--- src/rtl/readout_pkg.sv ---
`default_nettype none
// ============================================================================
//  Module      : readout_pkg
//  Description : Shared constants for the sample read-out stage: FSM state
//                encoding, stream header magic byte, and the default sample
//                RAM geometry shared with the acquisition stage.
//  Revision    : 1.0 - initial release
// ============================================================================
package readout_pkg;

    // Sample RAM geometry, common to acquisition and read-out.
    localparam int c_ram_size   = 1536;
    localparam int c_addr_width = 11;

    // First byte of the optional stream header.
    localparam logic [7:0] c_hdr_magic = 8'hA5;

    // Read-out FSM state encoding.
    localparam logic [2:0] c_st_idle  = 3'd0;
    localparam logic [2:0] c_st_wait  = 3'd1;
    localparam logic [2:0] c_st_latch = 3'd2;
    localparam logic [2:0] c_st_send  = 3'd3;
    localparam logic [2:0] c_st_done  = 3'd4;
    localparam logic [2:0] c_st_hdr0  = 3'd5;
    localparam logic [2:0] c_st_hdr1  = 3'd6;

endpackage : readout_pkg
`default_nettype wire

--- src/rtl/readout.sv ---
`default_nettype none
// ============================================================================
//  Module      : readout
//  Description : Walks the sample RAM from address 0 to RAM_SIZE-1 once the
//                arbiter grants the read phase and streams every sample to
//                the host transmitter over a valid/ready byte interface.
//                Optional macro READOUT_HEADER_EN prefixes the stream with
//                the magic byte A5 and the low byte of RAM_SIZE.
//  Ports       : clk, rst       - clock, synchronous active-high reset
//                grant_rd       - read-phase grant (level)
//                done_rd        - high while the read-out is complete
//                rd_addr/rd_en  - RAM read port request (registered)
//                rd_data        - RAM data, one cycle after rd_en
//                tx_data/tx_valid/tx_ready - byte stream to the transmitter
//  Revision    : 1.0 - initial release
// ============================================================================
module readout
    import readout_pkg::*;
#(
    parameter int RAM_SIZE   = c_ram_size,
    parameter int ADDR_WIDTH = c_addr_width
) (
    input  logic                  clk,
    input  logic                  rst,
    input  logic                  grant_rd,
    output logic                  done_rd,
    output logic [ADDR_WIDTH-1:0] rd_addr,
    output logic                  rd_en,
    input  logic [7:0]            rd_data,
    output logic [7:0]            tx_data,
    output logic                  tx_valid,
    input  logic                  tx_ready
);

    localparam logic [ADDR_WIDTH-1:0] c_last_addr = ADDR_WIDTH'(RAM_SIZE - 1);
`ifdef READOUT_HEADER_EN
    localparam logic [7:0] c_size_lo = 8'(RAM_SIZE);
`endif

    logic [2:0]            r_state;
    logic [ADDR_WIDTH-1:0] r_rd_addr;
    logic                  r_rd_en;
    logic [7:0]            r_tx_data;
    logic                  r_tx_valid;
    logic                  r_done_rd;
    logic [15:0]           r_sample_cnt;

    logic [2:0]            w_state_nxt;
    logic [ADDR_WIDTH-1:0] w_rd_addr_nxt;
    logic                  w_rd_en_nxt;
    logic [7:0]            w_tx_data_nxt;
    logic                  w_tx_valid_nxt;
    logic                  w_done_rd_nxt;
    logic [15:0]           w_sample_cnt_nxt;
    logic                  w_hs;

    // tx_ready only matters while a byte is offered.
    assign w_hs = r_tx_valid & tx_ready;

    always_ff @(posedge clk) begin
        if (rst) begin
            r_state      <= c_st_idle;
            r_rd_addr    <= '0;
            r_rd_en      <= 1'b0;
            r_tx_data    <= 8'h00;
            r_tx_valid   <= 1'b0;
            r_done_rd    <= 1'b0;
            r_sample_cnt <= 16'h0000;
        end else begin
            r_state      <= w_state_nxt;
            r_rd_addr    <= w_rd_addr_nxt;
            r_rd_en      <= w_rd_en_nxt;
            r_tx_data    <= w_tx_data_nxt;
            r_tx_valid   <= w_tx_valid_nxt;
            r_done_rd    <= w_done_rd_nxt;
            r_sample_cnt <= w_sample_cnt_nxt;
        end
    end

    always_comb begin
        w_state_nxt      = r_state;
        w_rd_addr_nxt    = r_rd_addr;
        w_rd_en_nxt      = 1'b0;           // read enable is a single-cycle pulse
        w_tx_data_nxt    = r_tx_data;
        w_tx_valid_nxt   = r_tx_valid;
        w_done_rd_nxt    = r_done_rd;
        w_sample_cnt_nxt = r_sample_cnt;

        case (r_state)
            c_st_idle: begin
                if (grant_rd) begin
                    w_sample_cnt_nxt = 16'h0000;
`ifdef READOUT_HEADER_EN
                    w_tx_data_nxt  = c_hdr_magic;
                    w_tx_valid_nxt = 1'b1;
                    w_state_nxt    = c_st_hdr0;
`else
                    w_rd_addr_nxt  = '0;
                    w_rd_en_nxt    = 1'b1;
                    w_state_nxt    = c_st_wait;
`endif
                end
            end

            c_st_wait: begin
                // RAM registers the read on this edge; data is usable next cycle.
                if (!grant_rd) begin
                    w_tx_valid_nxt = 1'b0;
                    w_state_nxt    = c_st_idle;
                end else begin
                    w_state_nxt    = c_st_latch;
                end
            end

            c_st_latch: begin
                if (!grant_rd) begin
                    w_tx_valid_nxt = 1'b0;
                    w_state_nxt    = c_st_idle;
                end else begin
                    w_tx_data_nxt  = rd_data;
                    w_tx_valid_nxt = 1'b1;
                    w_state_nxt    = c_st_send;
                end
            end

            c_st_send: begin
                // A handshake on the revoking edge is still a delivered sample.
                if (w_hs) begin
                    w_sample_cnt_nxt = r_sample_cnt + 16'd1;
                end
                if (!grant_rd) begin
                    w_tx_valid_nxt = 1'b0;
                    w_state_nxt    = c_st_idle;
                end else if (w_hs) begin
                    w_tx_valid_nxt = 1'b0;
                    if (r_rd_addr == c_last_addr) begin
                        w_done_rd_nxt = 1'b1;
                        w_state_nxt   = c_st_done;
                    end else begin
                        w_rd_addr_nxt = r_rd_addr + 1'b1;
                        w_rd_en_nxt   = 1'b1;
                        w_state_nxt   = c_st_wait;
                    end
                end
            end

            c_st_done: begin
                // Hold completion until the arbiter withdraws the grant.
                if (!grant_rd) begin
                    w_done_rd_nxt = 1'b0;
                    w_state_nxt   = c_st_idle;
                end
            end

`ifdef READOUT_HEADER_EN
            c_st_hdr0: begin
                if (!grant_rd) begin
                    w_tx_valid_nxt = 1'b0;
                    w_state_nxt    = c_st_idle;
                end else if (w_hs) begin
                    w_tx_data_nxt  = c_size_lo;
                    w_state_nxt    = c_st_hdr1;
                end
            end

            c_st_hdr1: begin
                if (!grant_rd) begin
                    w_tx_valid_nxt = 1'b0;
                    w_state_nxt    = c_st_idle;
                end else if (w_hs) begin
                    w_tx_valid_nxt = 1'b0;
                    w_rd_addr_nxt  = '0;
                    w_rd_en_nxt    = 1'b1;
                    w_state_nxt    = c_st_wait;
                end
            end
`endif

            default: begin
                w_tx_valid_nxt = 1'b0;
                w_done_rd_nxt  = 1'b0;
                w_state_nxt    = c_st_idle;
            end
        endcase
    end

    assign done_rd  = r_done_rd;
    assign rd_addr  = r_rd_addr;
    assign rd_en    = r_rd_en;
    assign tx_data  = r_tx_data;
    assign tx_valid = r_tx_valid;

endmodule : readout
`default_nettype wire

--- config.mk ---
export PLATFORM = sky130hd
export DESIGN_NAME = readout
export DESIGN_NICKNAME = d
export VERILOG_FILES = /design/src/rtl/readout_pkg.sv /design/src/rtl/readout.sv
export SDC_FILE = /design/constraint.sdc
export NUM_CORES = 1
export LEC_CHECK = 0
export BUFFER_PORTS_ARGS = -buffer_cell sky130_fd_sc_hd__buf_2
export CORE_UTILIZATION = 48
export CTS_BUF_LIST = sky130_fd_sc_hd__clkbuf_4 sky130_fd_sc_hd__clkbuf_8
export DETAILED_ROUTE_END_ITERATION = 8
export GPL_ROUTABILITY_DRIVEN = 0
export GPL_TIMING_DRIVEN = 0
export PLACE_DENSITY = 0.81
export SLEW_MARGIN = 20
export SYNTH_ARGS = -nofsm -noshare
export SYNTH_HDL_FRONTEND = slang
export SYNTH_SLANG_ARGS = --single-unit
--- constraint.sdc ---
create_clock -name clk -period 1.4 [get_ports clk]
set_input_delay 0.14 -clock clk [delete_from_list [all_inputs] [get_ports clk]]
set_output_delay 0.14 -clock clk [all_outputs]
set_load 0.005 [all_outputs]
==> impl_summary.log <==
INFO  metric finalClockSkew = 0.0102 ns
INFO  metric yosys_register_bits = 25
INFO  metric reg2reg_depth = 6
INFO  metric ant_nets = 0
INFO  metric cts_hold_buf = 0
INFO  metric number_of_buffers_inserted_during_clock_tree_synthesis = 3
INFO  metric timing.final.ws_setup = -0.0941 ns
INFO  metric post_synthesis_instance_total = 152
INFO  metric floorplan.initialDensity = 50.4%
INFO  metric fin_hold_ws = 0.0214 ns
INFO  metric cts.root.buffer_cell = sky130_fd_sc_hd__clkbuf_4
INFO  metric wire_per_inst = 16.3 um
INFO  metric synth.area.top_cells = sky130_fd_sc_hd__dfxtp_1 (40%), sky130_fd_sc_hd__nand2_1 (7.8%), sky130_fd_sc_hd__a21oi_1 (5.6%)
INFO  metric die_w = 53.0 um
INFO  metric synth_area_per_cell = 8.21 um^2
INFO  metric cap_violations = 0
INFO  metric sum_of_negative_setup_slack = -0.575 ns
INFO  metric synth_async_sr_flop_share = 0%
INFO  metric hold_viol = 0
INFO  metric critPathMaxFanout = 5
INFO  metric num_io_pins = 34
INFO  metric outcome = complete, but fails checks
INFO  metric row_count = 18
INFO  metric path_clk_slew = 0.14 ns
INFO  metric fmax = 0.669 GHz
INFO  metric power-per-cell-area = 659 mW/mm^2
INFO  metric ctsHtreeMaxLevel = 1
INFO  metric worst_slew_pin_slew = 0.509 ns
INFO  metric worst_setup_path_start_kind = flop
INFO  metric postSynth.topFlopCell = sky130_fd_sc_hd__dfxtp_1
INFO  metric rsz_0062_raised_after_global_routing = true
INFO  metric first_global_vias = 1266
INFO  metric crit-reg2reg-launch = rd_addr[1]$_SDFFE_PP0P_
INFO  metric drt-initial-drc-count = 58
INFO  metric synthesis.area = 0.00125 mm^2
INFO  metric timing.hold.worst.class = in -> reg
INFO  metric required = 1.64 ns
INFO  metric placeableCoreArea = 0.00248 mm^2
INFO  metric crit_start = rd_addr[1]$_SDFFE_PP0P_
INFO  metric die_span_in_y = 53.0 um
INFO  metric synth_fp_nets = 165
INFO  metric drt_pre_antenna_iters = 4
INFO  metric netlist_cell_types = 43
INFO  metric tritoncts = yes
INFO  metric grt_pass1_wl = 5660 um
INFO  metric report.final.setup_viol = 13
INFO  metric criticalPathCategory = reg -> reg
INFO  metric critPathMaxStageDelay = 0.38 ns
INFO  metric largest_net_degree_at_the_start_of_global_routing = 14
INFO  metric failing_checks = negative setup slack
INFO  metric static-leakage-power = 0.000716 uW
INFO  metric slew_viol_final = 0
INFO  metric number_of_antenna_violations_at_the_first_check_in_global_routing = 0
INFO  metric relSlewSlack = 66.1%
INFO  metric globalRoute.totalOverflow = 0
INFO  metric post-route-drc-count = 0
INFO  metric min_period_over_period = 107%
INFO  metric register_to_register_path_setup_slack = -0.09 ns
INFO  metric yosysWarnings = 0
INFO  metric area.growth.synth_to_final = 43.9%
INFO  metric route.detailed.vias_per_inst = 6.10
INFO  metric critical_path_cell_count = 6
INFO  metric layout_min_cycle_time = 1.49 ns
INFO  metric critPathArrivalTime = 1.74 ns
INFO  metric layout.nets = 217
INFO  metric power.ir.vdd_worst = 0.634 mV
INFO  metric cts_max_path_buffers = 2
INFO  metric critical_path.slowest_cell = sky130_fd_sc_hd__dfxtp_4
INFO  metric r2r_end = rd_addr[4]$_SDFFE_PP0P_
INFO  metric post-dp-hpwl = 2260 um
INFO  metric die_area = 0.00281 mm^2
INFO  metric synth_edf_count = 0
INFO  metric worstSetupEndpoint = rd_addr[4]$_SDFFE_PP0P_
INFO  metric diodes = 0
INFO  metric synth.yosys.seq_area_share = 40.1%
INFO  metric worst_setup_end_kind = flop
INFO  metric worstSkewPairLatency = 0.33 ns
INFO  metric cp_cell_sequence = ha_4, and3_4, nand4_1, buf_6, nand2_1, o41ai_1
INFO  metric dr_total_vias = 1421
INFO  metric cp.buffers_inverters = 1
INFO  metric timing.critical_path.max_delay_family = simple AND/OR/NAND/NOR gates
INFO  metric final_layout_size_suffix_gt1_share = 47.3%
INFO  metric routed_wirelength = 3790 um
INFO  metric cts_num_sinks = 25
INFO  metric synth.largest_area_cell = sky130_fd_sc_hd__dfxtp_1
INFO  metric grt_use_total = 27.8%
INFO  metric port-buffer-count = 33
INFO  metric yosys.area.top_type_share = 40.1%
## metrics by stage
stage	area (um^2)	utilization [%]	worst slack, ns	power [uW]	std cells
floorplan	1260	-	0.000329	786	152
global placement	1470	59.1	-0.208	820	215
detailed placement	1470	59.1	-0.192	822	215
CTS	1700	68.4	-0.0611	1190	230
global route	1800	72.5	-0.173	1220	233
finish	1800	72.5	-0.0941	1180	233
## Yosys cell counts, types with 3 or more instances
master                     instances
sky130_fd_sc_hd__o311ai_0          3
sky130_fd_sc_hd__o31ai_1           3
sky130_fd_sc_hd__nor2_1            6
sky130_fd_sc_hd__nand2_1          26
sky130_fd_sc_hd__nor4_1            3
sky130_fd_sc_hd__dfxtp_1          25
sky130_fd_sc_hd__nand3b_1          4
sky130_fd_sc_hd__o21ai_0           8
sky130_fd_sc_hd__nor3_1            4
sky130_fd_sc_hd__clkbuf_1          3
sky130_fd_sc_hd__nand3_1           7
sky130_fd_sc_hd__a21oi_1          14
sky130_fd_sc_hd__and3_1            4
sky130_fd_sc_hd__o211ai_1          4
sky130_fd_sc_hd__buf_2             3
## cell families (layout without fill, tap and decap cells)
kind of cell | count (synthesis) | in the layout | synth area share, %
and+or+nand+nor | 73 | 73 | 33.1
adders and majority gates | 1 | 1 | 1.00
AOI/OAI and AO/OA | 45 | 45 | 23.1
buffers and inverters | 8 | 59 | 2.71
DFF | 25 | 25 | 40.1
## worst min-delay path by stage
| stage | from | endpoint | slack, ns | cells after the start |
|---|---|---|---|---|
| after global routing | rd_data[2] | tx_data[2]$_SDFFE_PP0P_ | 0.05 | 3 |
| after floorplan | rd_data[0] | tx_data[0]$_SDFFE_PP0P_ | 0.28 | 2 |
| after detailed placement | rd_data[2] | tx_data[2]$_SDFFE_PP0P_ | 0.39 | 3 |
| final | rd_data[2] | tx_data[2]$_SDFFE_PP0P_ | 0.02 | 3 |
| after global placement | rd_data[3] | tx_data[3]$_SDFFE_PP0P_ | 0.38 | 3 |
| after CTS | rd_data[2] | tx_data[2]$_SDFFE_PP0P_ | 0.03 | 3 |
## registers in the layout, summed over array words and instances, names as in the netlist
name / count
r_state: 3
rd_en: 1
tx_data: 8
tx_valid: 1
rd_addr: 11
done_rd: 1
## worst register-to-register path, delay by kind of cell (launching register included)
| family | cells | cell delay, ns |
|---|---|---|
| adders and majority gates | 1 | 0.17 |
| DFF | 1 | 0.38 |
| AOI/OAI and AO/OA | 1 | 0.22 |
| and+or+nand+nor | 3 | 0.45 |
| buffers and inverters | 1 | 0.17 |
## final cells by class
class                      instances  area [um^2]
timing repair buffer              48          277
multi-input combinational        119          858
buffer                             6         48.8
inverter                           1         3.75
fill                             177          682
clock buffer                       4         30.0
sequential                        25          541
tap                               30         37.5
## cell usage in the layout (no fill, tap or decap), types with 2 or more instances in the layout
cell,instances
sky130_fd_sc_hd__dfxtp_4,9
sky130_fd_sc_hd__buf_4,13
sky130_fd_sc_hd__and2_1,2
sky130_fd_sc_hd__or4_4,2
sky130_fd_sc_hd__buf_6,4
sky130_fd_sc_hd__dfxtp_1,11
sky130_fd_sc_hd__dfxtp_2,5
sky130_fd_sc_hd__a211oi_1,2
sky130_fd_sc_hd__nand3b_1,4
sky130_fd_sc_hd__o21ai_0,5
sky130_fd_sc_hd__nor2_1,4
sky130_fd_sc_hd__nor2_4,2
sky130_fd_sc_hd__nand2_1,26
sky130_fd_sc_hd__buf_2,35
sky130_fd_sc_hd__o311ai_1,3
sky130_fd_sc_hd__nor3_1,3
sky130_fd_sc_hd__clkbuf_4,4
sky130_fd_sc_hd__nand4_1,2
sky130_fd_sc_hd__o21ai_1,2
sky130_fd_sc_hd__and3_1,3
sky130_fd_sc_hd__o211ai_1,4
sky130_fd_sc_hd__o31ai_1,2
sky130_fd_sc_hd__a21oi_1,13
sky130_fd_sc_hd__nand3_1,7
sky130_fd_sc_hd__nor4_1,3
## where the power goes
group / switching [uW] / internal, uW / total (uW)
combinational: 69.1 / 49.3 / 118
clock: 228 / 131 / 359
sequential: 4.01 / 702 / 706
## timing repair
item,CTS,global route
pin swaps,8,3
gates cloned,2,0
setup buffers,10,3
gates resized for setup,43,23
endpoints found under the setup margin,23,22
## metal layers
layer,routed length [um],GRT usage [%],share of wire [%],up-vias
li1,-,-,-,678
met1,1680,34.9,44,669
met2,1870,46.6,49,63
met3,170,3.45,4.5,11
met4,71,13.2,1.9,0
met5,0,0,0,-
Power figures use the tool's default switching activity.
